--- config.mk ---
export PLATFORM = sky130hd
export DESIGN_NAME = rcv_cu
export DESIGN_NICKNAME = d
export VERILOG_FILES = /design/src/rtl/rcv_cu_pkg.sv /design/src/rtl/rcv_timeout_cnt.sv /design/src/rtl/rcv_cu.sv
export SDC_FILE = /design/constraint.sdc
export NUM_CORES = 1
export LEC_CHECK = 0
export CAP_MARGIN = 20
export CORE_AREA = 4 4 83 85
export DETAILED_ROUTE_END_ITERATION = 16
export DIE_AREA = 0 0 87 89
export GPL_TIMING_DRIVEN = 0
export HOLD_SLACK_MARGIN = 0.06
export SLEW_MARGIN = 20
export SYNTH_ARGS = -nofsm -noshare
export SYNTH_HDL_FRONTEND = slang
export SYNTH_SLANG_ARGS = --single-unit
--- constraint.sdc ---
create_clock -name clk -period 2.32 [get_ports clk]
set_input_delay 0.348 -clock clk [delete_from_list [all_inputs] [get_ports clk]]
set_output_delay 0.348 -clock clk [all_outputs]
set_load 0.1 [all_outputs]
--- src/rtl/rcv_cu_pkg.sv ---
// Shared types and defaults for the receive control unit.
// FSM state encoding plus default timeout/counter sizing.
package rcv_cu_pkg;

  typedef enum logic [1:0] {
    WAIT_LSB = 2'b00,
    WAIT_MSB = 2'b01,
    HOLD     = 2'b10,
    ILLEGAL  = 2'b11
  } rcv_state_e;

  localparam int TIMEOUT_CYC_DEF = 1000000;
  localparam int CNT_W_DEF       = 20;

endpackage

--- src/rtl/rcv_timeout_cnt.sv ---
// Saturating inter-byte timeout counter with clear/enable.
// Ports: clk_i, rst_i, clr_i, en_i -> tc_o (count == TIMEOUT_CYC-1).
module rcv_timeout_cnt #(
  parameter int CNT_W       = 20,
  parameter int TIMEOUT_CYC = 1000000
) (
  input  logic clk_i,
  input  logic rst_i,
  input  logic clr_i,
  input  logic en_i,
  output logic tc_o
);

  localparam logic [CNT_W-1:0] TC_VAL = CNT_W'(TIMEOUT_CYC - 1);
  localparam logic [CNT_W-1:0] MAX    = '1;

  logic [CNT_W-1:0] cnt_q, cnt_d;

  always_comb begin
    cnt_d = cnt_q;
    if (clr_i) begin
      cnt_d = '0;
    end else if (en_i && cnt_q != MAX) begin
      cnt_d = cnt_q + CNT_W'(1);
    end
  end

  always_ff @(posedge clk_i) begin
    if (rst_i) cnt_q <= '0;
    else       cnt_q <= cnt_d;
  end

  // Zero timeout disables the terminal count entirely.
  assign tc_o = (TIMEOUT_CYC != 0) && (cnt_q == TC_VAL);

endmodule

--- src/rtl/rcv_cu.sv ---
// Receive control unit: pairs LSB/MSB bytes into a 16-bit FIR sample.
// Ports: clk, rst, RxD_* in, FIR_busy in; FIR_data/FIR_start, error pulses out.
module rcv_cu
  import rcv_cu_pkg::*;
#(
  parameter int TIMEOUT_CYC = TIMEOUT_CYC_DEF,
  parameter int CNT_W       = CNT_W_DEF
) (
  input  logic        clk,
  input  logic        rst,
  input  logic        RxD_data_ready,
  input  logic [7:0]  RxD_data,
  input  logic        FIR_busy,
  output logic [15:0] FIR_data,
  output logic        FIR_start,
  output logic        overrun_err,
  output logic        timeout_err
);

  rcv_state_e  state_q, state_d;
  logic [7:0]  lsb_q, lsb_d;
  logic [15:0] data_q, data_d;
  logic        start_q, start_d;
  logic        ovr_q, ovr_d;
  logic        to_q, to_d;
  logic        cnt_clr, cnt_en, cnt_tc;

  rcv_timeout_cnt #(
    .CNT_W       (CNT_W),
    .TIMEOUT_CYC (TIMEOUT_CYC)
  ) u_cnt (
    .clk_i (clk),
    .rst_i (rst),
    .clr_i (cnt_clr),
    .en_i  (cnt_en),
    .tc_o  (cnt_tc)
  );

  always_comb begin
    state_d = state_q;
    lsb_d   = lsb_q;
    data_d  = data_q;
    start_d = 1'b0;
    ovr_d   = 1'b0;
    to_d    = 1'b0;
    cnt_clr = 1'b0;
    cnt_en  = 1'b0;
    unique case (state_q)
      WAIT_LSB: begin
        if (RxD_data_ready) begin
          lsb_d   = RxD_data;
          cnt_clr = 1'b1;
          state_d = WAIT_MSB;
        end
      end
      WAIT_MSB: begin
        // A byte on the timeout cycle wins over the timeout.
        if (RxD_data_ready) begin
          data_d = {RxD_data, lsb_q};
          if (!FIR_busy) begin
            start_d = 1'b1;
            state_d = WAIT_LSB;
          end else begin
            state_d = HOLD;
          end
        end else begin
          cnt_en = 1'b1;
          if (cnt_tc) begin
            to_d    = 1'b1;
            state_d = WAIT_LSB;
          end
        end
      end
      HOLD: begin
        unique case (1'b1)
          !FIR_busy && RxD_data_ready: begin
            start_d = 1'b1;
            lsb_d   = RxD_data;
            cnt_clr = 1'b1;
            state_d = WAIT_MSB;
          end
          !FIR_busy && !RxD_data_ready: begin
            start_d = 1'b1;
            state_d = WAIT_LSB;
          end
          FIR_busy && RxD_data_ready: begin
            ovr_d = 1'b1;
          end
          default: ;
        endcase
      end
      default: state_d = WAIT_LSB;
    endcase
  end

  always_ff @(posedge clk) begin
    if (rst) begin
      state_q <= WAIT_LSB;
      lsb_q   <= '0;
      data_q  <= '0;
      start_q <= 1'b0;
      ovr_q   <= 1'b0;
      to_q    <= 1'b0;
    end else begin
      state_q <= state_d;
      lsb_q   <= lsb_d;
      data_q  <= data_d;
      start_q <= start_d;
      ovr_q   <= ovr_d;
      to_q    <= to_d;
    end
  end

  assign FIR_data    = data_q;
  assign FIR_start   = start_q;
  assign overrun_err = ovr_q;
  assign timeout_err = to_q;

endmodule
* Yosys cells after proc, flatten, opt, wreduce, memory -nomap -nowiden
Index checks and enable logic that the tools add are counted.
Operators by class: reduce and logical (&&, ||, !) cells 15, equality and inequality tests 8, add/sub/neg operators 1, bitwise operators 2, multiplexer cells 20
Operator list (count):
- 20-bit by 1-bit adder with 20-bit output, second input constant | 1
- 20-bit equality test, second input constant | 1
- 20-bit inequality test, second input constant | 1
- 8-bit 2-to-1 mux | 2
- 8-bit case mux with 2 select lines | 1
- 1-bit 2-to-1 mux | 9
- 2-bit 2-to-1 mux | 4
- 3-bit inequality test, second input constant | 2
- 2-bit case mux with 3 select lines | 1
- 3-bit AND reduction | 2
- 2-bit OR reduction | 3
- 1-bit logical AND | 4
- 2-bit inequality test, second input constant | 2
- 1-bit case mux with 2 select lines | 2
- 2-bit case mux with 2 select lines | 1
- 3-bit OR reduction | 1
- 2-bit by 1-bit equality test with 1-bit output, second input constant | 1
- 2-bit equality test, second input constant | 1
- 1-bit zero test | 2
- 2-bit zero test | 1
- 1-bit NOT | 2
- 2-bit AND reduction | 1
- 2-bit nonzero test | 1
Storage, ports and cells: register bits 49, word-level logic and storage cells 53, input bits 12, output and inout bits 19

* Depth between registers and ports, before layout
Gate-level depths: netlist of run 1.
depth in word-level cells 5, depth in mapped cells 8, depth with buffers taken out 7

* Hierarchy
From an unflattened synthesis of run 1, not the netlist that was laid out.
Second synthesis, totals: cells, all modules 250, area, all modules 2208.4 um^2
By module, submodules not included:
- rcv_cu | instances 1, cells each 128, area each 1164.9 um^2
- rcv_timeout_cnt | instances 1, cells each 122, area each 1043.5 um^2

* Worst setup path before layout of run 1
Ideal clock, no wire load.
path type reg-to-reg, start point reg u_cnt.cnt_q[0], end point reg u_cnt.cnt_q[17], arrival 1.773 ns, setup time 0.071 ns, path buffers 1, stages on the path, launching flop included 7, clock period less this slack 1.844 ns, slack 0.476 ns, cells stage by stage dfxtp_1 -> ha_1 -> and3_1 -> clkbuf_1 -> a31o_4 -> or4_1 -> a21oi_1
Between the ends: longest elaborated chain between the ends 2, elaborated cells on any way between the ends 3, those cells by class 1 x add/sub; 1 x eq/ne; 1 x reduce/logical
RTL lines:
- start: declaration | RTL line rcv_timeout_cnt.sv:17 | logic [CNT_W-1:0] cnt_q, cnt_d;
- start signal: assignment | RTL line rcv_timeout_cnt.sv:30 | else cnt_q <= cnt_d;
- parallel branches: the longest is 2 deep, another holds 20-bit by 1-bit adder with 20-bit output
Parallel ways; which one is timed is not known. A chain may end at the register's enable or synchronous reset.

* Final worst setup path of run 1
start point reg data_q[2] (netlist: FIR_data[2]), end point out FIR_data[2]
RTL lines:
- start: declaration | RTL line rcv_cu.sv:22 | logic [15:0] data_q, data_d;
- start signal: assignment | RTL line rcv_cu.sv:107 | data_q <= data_d;
- end: declaration | RTL line rcv_cu.sv:14 | output logic [15:0] FIR_data,
No word-level cell between the ends.

==> impl_metrics.json, run 1 <==
{
  "synth.area.top_cells": "dfxtp_1, nand2_1, a21oi_1",
  "synth_cell_type_count": 38,
  "vias_per_cell": 4.96,
  "syn_area_per_cell_um2": 8.55,
  "cts_hold_buf": 0,
  "r2r_end": "u_cnt.cnt_q[17]",
  "yosys.area.top_type": "dfxtp_1",
  "antenna_found_initial": 0,
  "critical_path_buf_inv_count": 1,
  "critPathRequiredTime_ps": 1970,
  "finalNetCount": 303,
  "maxCapViolations": 0,
  "route.antenna.remaining_nets": 0,
  "critPathCapture": "FIR_data[2]",
  "fin_crit_sh": 0.931,
  "finalWeightedCongestion": 0.752,
  "setup_violations": 0,
  "grt_max_degree": 18,
  "slew_viol_final": 0,
  "finalInstanceArea_um2": 2620,
  "crit_family": "buffers and inverters",
  "drcViolationCount": 0,
  "cts_max_level": 2,
  "clock_skew_ps": 15.0,
  "initial_utilization": 0.343,
  "rsz0062_at_grt": "false",
  "placed_area_um2": 2520,
  "clock-root-buffer": "clkbuf_8",
  "hold_viol": 0,
  "gr-usage-all-layers": 0.123,
  "fin_setup_tns_ps": 0,
  "ys_warn_count": 0,
  "rows": 29,
  "final_cells": 364,
  "status": "complete, no violations",
  "diodes": 0,
  "netlist_area_um2": 2130,
  "worstSetupPathType": "flip-flop to output port",
  "crit_path_cell_trace": "clkdlybuf4s50_1",
  "core_um2": 6200,
  "synth.net_count": 266,
  "critPathCaptureType": "output port",
  "chipWidth_um": 87,
  "wl_per_cell_um": 12.5,
  "grt_pass1_vias": 1674,
  "syn2layout_area_growth_pct": 23.2,
  "clkTransAtPathRegs_ps": 110,
  "cts_tree": "built",
  "clockBufferDepth": 2,
  "drtIter0Drc": 55,
  "r2r_cells": 8,
  "first_pass_iters": 4,
  "dr_total_vias": 1804,
  "synth_seq_cells": 49,
  "clk_latency_ps": 310,
  "dpl.cell_count": 356,
  "grt_pass1_wl_mm": 7.77,
  "r2r_start": "state_q[0]",
  "slowest_stage": "clkdlybuf4s50_1",
  "cp_max_fo": 2,
  "routed_wl_mm": 4.54,
  "synth_cells": 249,
  "final_layout_size_suffix_gt1_frac": 0.0592,
  "port-buffer-count": 30,
  "grt_overflow": 0,
  "p_leak_nw": 0.876,
  "hp-class": "flip-flop to flip-flop",
  "cp_slowest_stage_delay_ps": 1140,
  "tightest_slew_ps": 984,
  "ios": 31,
  "cp.arrival_ps": 1810,
  "slew-limit-headroom": 0.342,
  "cp_num_cells": 1,
  "fmax_mhz": 463,
  "post-route-util": 0.422,
  "fin_crit_ps": 2160,
  "die_area_um2": 7740,
  "ff2ff_setup_slack_ps": 210,
  "ys_seq_area_frac": 0.461,
  "die_y_um": 89,
  "numCtsBuffers": 5,
  "yosysTopAreaCellShare": 0.461,
  "post_cts_buffers": 0,
  "clock_sinks": 49,
  "dp_hpwl_mm": 3.22,
  "ir_worst_vdd_uv": 453,
  "cp-startpoint": "FIR_data[2]",
  "power_density_nw_per_um2": 619,
  "startpoint_type": "flip-flop"
}
[cell usage after synthesis, drive strengths merged]
master	count
buf	5
or2	1
a21o	1
a31o	1
nor4	2
nor3	5
a311oi	1
dfxtp	49
nor2b	4
o21ai	6
o21a	1
o22ai	1
ha	5
and3	3
xnor2	6
nor2	20
nand4	5
nand3	9
clkbuf	8
inv	2
o31ai	4
nand2b	1
nor3b	1
and2	2
and4	5
o41ai	1
mux2i	9
o2bb2ai	1
a31oi	2
nor4b	4
a21oi	28
or3	7
nand2	45
or4	4
[worst min path at each step]
| stage | startpoint | cells after the start | end | slack [ps] |
|---|---|---|---|---|
| after floorplan | FIR_busy | 1 | FIR_start | 420 |
| after global placement | lsb_q[3] | 2 | FIR_data[3] | 440 |
| after detailed placement | lsb_q[5] | 2 | FIR_data[5] | 440 |
| after CTS | lsb_q[0] | 2 | FIR_data[0] | 460 |
| after global routing | FIR_data[3] | 2 | FIR_data[3] | 480 |
| final | lsb_q[0] | 2 | FIR_data[0] | 450 |
[power breakdown]
part / switching [W] / internal (W) / total (W)
combinational: 0.000145 / 0.0000719 / 0.000217
clock: 0.000309 / 0.000220 / 0.000529
sequential: 0.0000127 / 0.000863 / 0.000876
total: 0.000467 / 0.00116 / 0.00162
[state kept, by name, indices dropped and copies added (netlist names)]
| name | count |
|---|---|
| u_cnt.cnt_q | 20 |
| FIR_data | 16 |
| lsb_q | 8 |
| timeout_err | 1 |
| state_q | 2 |
| overrun_err | 1 |
| FIR_start | 1 |
[layer usage]
metal / vias up / share of wire / track usage
li1: 952 / - / -
met1: 829 / 0.52 / 0.167
met2: 21 / 0.46 / 0.200
met3: 2 / 0.025 / 0.0286
met4: 0 / 0.0024 / 0.0255
met5: - / 0 / 0
[cell type report]
cell class,count,area [um^2]
fill,641,3580
clock inverter,3,26.3
buffer,13,58.8
tap,77,96.3
sequential,49,981
timing repair buffer,30,300
clock buffer,5,68.8
inverter,2,7.51
multi-input combinational,185,1080
[cell usage in the layout (no fill, tap or decap), types with 2 or more instances in the layout]
master | synthesis | routed
mux2i_1 | 9 | 9
a21oi_1 | 28 | 28
nor2_1 | 20 | 20
and2_1 | 2 | 2
nor4_1 | 2 | 2
o21ai_0 | 6 | 6
clkbuf_1 | 8 | 8
and4_4 | 3 | 3
xnor2_1 | 6 | 6
o31ai_1 | 4 | 4
or4_1 | 4 | 4
and3_1 | 2 | 2
nor4b_1 | 4 | 4
buf_1 | 3 | 2
dfxtp_1 | 49 | 49
clkdlybuf4s50_1 | 0 | 30
a31oi_1 | 2 | 2
nand3_1 | 9 | 9
clkinv_4 | 0 | 2
clkbuf_8 | 0 | 5
ha_1 | 5 | 5
nand2_1 | 45 | 45
or3_1 | 7 | 7
inv_1 | 2 | 2
nand4_1 | 5 | 5
nor3_1 | 5 | 5
and4_1 | 2 | 2
nor2b_1 | 4 | 4
[per-stage QoR]
stage	total power [W]	setup WS [ps]	hold WS, ps
2_1_floorplan	0.00105	476	425
3_5_place_dp	0.00112	-98.1	445
6_report	0.00162	160	446
3_3_place_gp	0.00111	-47.5	442
4_1_cts	0.00165	58.1	458
5_1_grt	0.00170	56.7	481
[kinds of logic (layout without fill, tap and decap cells)]
family / count (synthesis) / count (layout) / share of synthesized area
buffers and inverters: 15 / 53 / 0.0306
muxes: 9 / 9 / 0.0423
xor gates and xnor gates: 6 / 6 / 0.0247
adders and majority gates: 5 / 5 / 0.0294
and+or+nand+nor: 118 / 118 / 0.282
DFF: 49 / 49 / 0.461
AOI/OAI and AO/OA: 47 / 47 / 0.131
[worst min-delay path, delay by kind of cell (launching register included)]
family	cells	cell delay (ps)
AO/OA/AOI/OAI	1	50
AND/OR/NAND/NOR	1	50
flip-flops	1	320
[repair_timing]
| item | CTS | global route |
|---|---|---|
| setup endpoints to repair | 0 | 10 |
| resized for setup | 0 | 1 |
| endpoints found under the hold margin | 0 | 0 |
No activity file was read; power rests on OpenSTA's default activity.
==> inputs of run 2 (changes only) <==
- CORE_AREA: 4 4 83 85 -> 4 4 69 71
- DIE_AREA: 0 0 87 89 -> 0 0 73 75
- PLACE_DENSITY: default -> 0.76
==> impl_metrics.json, run 2 (synthesized netlist as in run 1, its figures left out) <==
{
  "rows": 24,
  "cp_num_cells": 1,
  "wl_per_cell_um": 13.4,
  "grt.busiest_layer": "met2",
  "crit_path_cell_trace": "clkdlybuf4s50_1",
  "fmax_mhz": 461,
  "chipWidth_um": 73,
  "clockBufferDepth": 2,
  "cp_max_fo": 2,
  "largest_reg_flops": 20,
  "core_um2": 4230,
  "final_layout_size_suffix_gt1_frac": 0.0592,
  "dr_total_vias": 1854,
  "grt_overflow": 0,
  "grt_max_degree": 17,
  "finalNetCount": 303,
  "r2r_cells": 8,
  "power_density_nw_per_um2": 654,
  "die_y_um": 75,
  "ir_worst_vdd_uv": 503,
  "worstSetupPathType": "flip-flop to output port",
  "ff2ff_setup_slack_ps": 230,
  "setup_violations": 0,
  "hp-class": "flip-flop to flip-flop",
  "tightest_slew_ps": 986,
  "syn2layout_area_growth_pct": 22.6,
  "first_pass_iters": 4,
  "ios": 31,
  "critPathCaptureType": "output port",
  "vias_per_cell": 5.47,
  "cts_max_level": 2,
  "grt_pass1_wl_mm": 7.60,
  "fin_setup_tns_ps": 0,
  "numCtsBuffers": 5,
  "regMostFlops": "u_cnt.cnt_q",
  "antenna_found_initial": 0,
  "fin_crit_sh": 0.934,
  "r2r_start": "state_q[0]",
  "critPathCapture": "FIR_data[1]",
  "diodes": 0,
  "routed_wl_mm": 4.55,
  "slew_viol_final": 0,
  "grt_pass1_vias": 1706,
  "slowest_stage": "clkdlybuf4s50_1",
  "grt.met2_usage": 0.300,
  "cts_tree": "built",
  "clkTransAtPathRegs_ps": 90,
  "startpoint_type": "flip-flop",
  "gr-usage-all-layers": 0.174,
  "drcViolationCount": 0,
  "drtIter0Drc": 97,
  "initial_utilization": 0.503,
  "use_met3": 0.0374,
  "r2r_end": "u_cnt.cnt_q[17]",
  "final_cell_mix": "dfxtp_1, nand2_1, clkdlybuf4s50_1",
  "clk_latency_ps": 300,
  "rsz0062_at_grt": "false",
  "use_met1": 0.220,
  "port-buffer-count": 30,
  "p_leak_nw": 0.882,
  "slew-limit-headroom": 0.341,
  "status": "complete, no violations",
  "fin_crit_ps": 2170,
  "cp-startpoint": "FIR_data[1]",
  "clock-root-buffer": "clkbuf_8",
  "hold_viol": 0,
  "clock_skew_ps": 9.38,
  "clock_sinks": 49,
  "route.antenna.remaining_nets": 0,
  "fillers": 369,
  "cp_slowest_stage_delay_ps": 1150,
  "cp.arrival_ps": 1820,
  "critical_path_buf_inv_count": 1,
  "final_common_cell": "dfxtp_1",
  "die_area_um2": 5480,
  "maxCapViolations": 0,
  "finalWeightedCongestion": 0.759,
  "cts_hold_buf": 0,
  "hold_ws_ps": 455,
  "dp_hpwl_mm": 3.23,
  "critPathRequiredTime_ps": 1970,
  "crit_family": "buffers and inverters"
}
-- run 2: cell types whose count changed in the layout (fill, tap and decap cells not counted), sizes merged --
cell | before | now
inv | 3 | 2
clkinvlp | 0 | 1
bufinv | 0 | 1
clkinv | 2 | 1
-- run 2: worst register-to-register path, cell delays in order, from the launching register on --
cell	delay (ps)
dfxtp_1	390
inv_1	80
ha_1	260
nor2b_1	160
o21a_1	180
or2_2	270
clkbuf_1	250
clkbuf_2	290
a21oi_1	150
-- run 2: worst min path at each step --
stage	from	end	slack [ps]	depth (start not counted)
6_report	lsb_q[0]	FIR_data[0]	450	2
5_1_grt	FIR_data[11]	FIR_data[11]	480	2
4_1_cts	lsb_q[0]	FIR_data[0]	460	2
3_5_place_dp	lsb_q[4]	FIR_data[4]	450	2
3_3_place_gp	lsb_q[0]	FIR_data[0]	440	2
2_1_floorplan	FIR_busy	FIR_start	420	1
-- run 2: repair_timing --
item | 4_1_cts | 5_1_grt
buffers inserted | 0 | 0
endpoints found under the setup margin | 0 | 10
gates resized for setup | 0 | 1
-- run 2: area by class of cell --
cell class / count / area [um^2] / area share
Tap cell: 52 / 65.1 / 0.0249
Clock buffer: 5 / 68.8 / 0.0264
Multi-Input combinational cell: 185 / 1080 / 0.415
Buffer: 13 / 58.8 / 0.0225
Clock inverter: 3 / 46.3 / 0.0177
Timing Repair Buffer: 30 / 300 / 0.115
Sequential cell: 49 / 981 / 0.376
Inverter: 2 / 7.51 / 0.00288
-- run 2: metrics by stage --
stage                util  cells  worst slack [ps]  total power (W)  area, um^2
floorplan               -    249               476          0.00105        2130
global placement    0.589    331              32.3          0.00111        2490
detailed placement  0.589    331              15.3          0.00111        2490
CTS                 0.616    339               117          0.00173        2610
global route        0.616    339              80.2          0.00178        2610
finish              0.616    339               153          0.00171        2610
-- run 2: per-layer routing --
layer	routed length [um]	vias up	part of all wire
met4	55	0	0.012
met1	2070	863	0.45
met5	0	-	0
met3	147	8	0.032
met2	2280	32	0.50
li1	-	951	-
-- run 2: power by group --
part / switching, W / total (W) / internal [W]
logic: 0.000145 / 0.000217 / 0.0000720
registers: 0.0000136 / 0.000877 / 0.000863
clock network: 0.000291 / 0.000614 / 0.000323
==> inputs of run 3 (changes only) <==
- ABC_CLOCK_PERIOD_IN_PS: default -> 2320
==> results of run 3 <==
Final layout, timing and power as in run 2 (identical DEF).
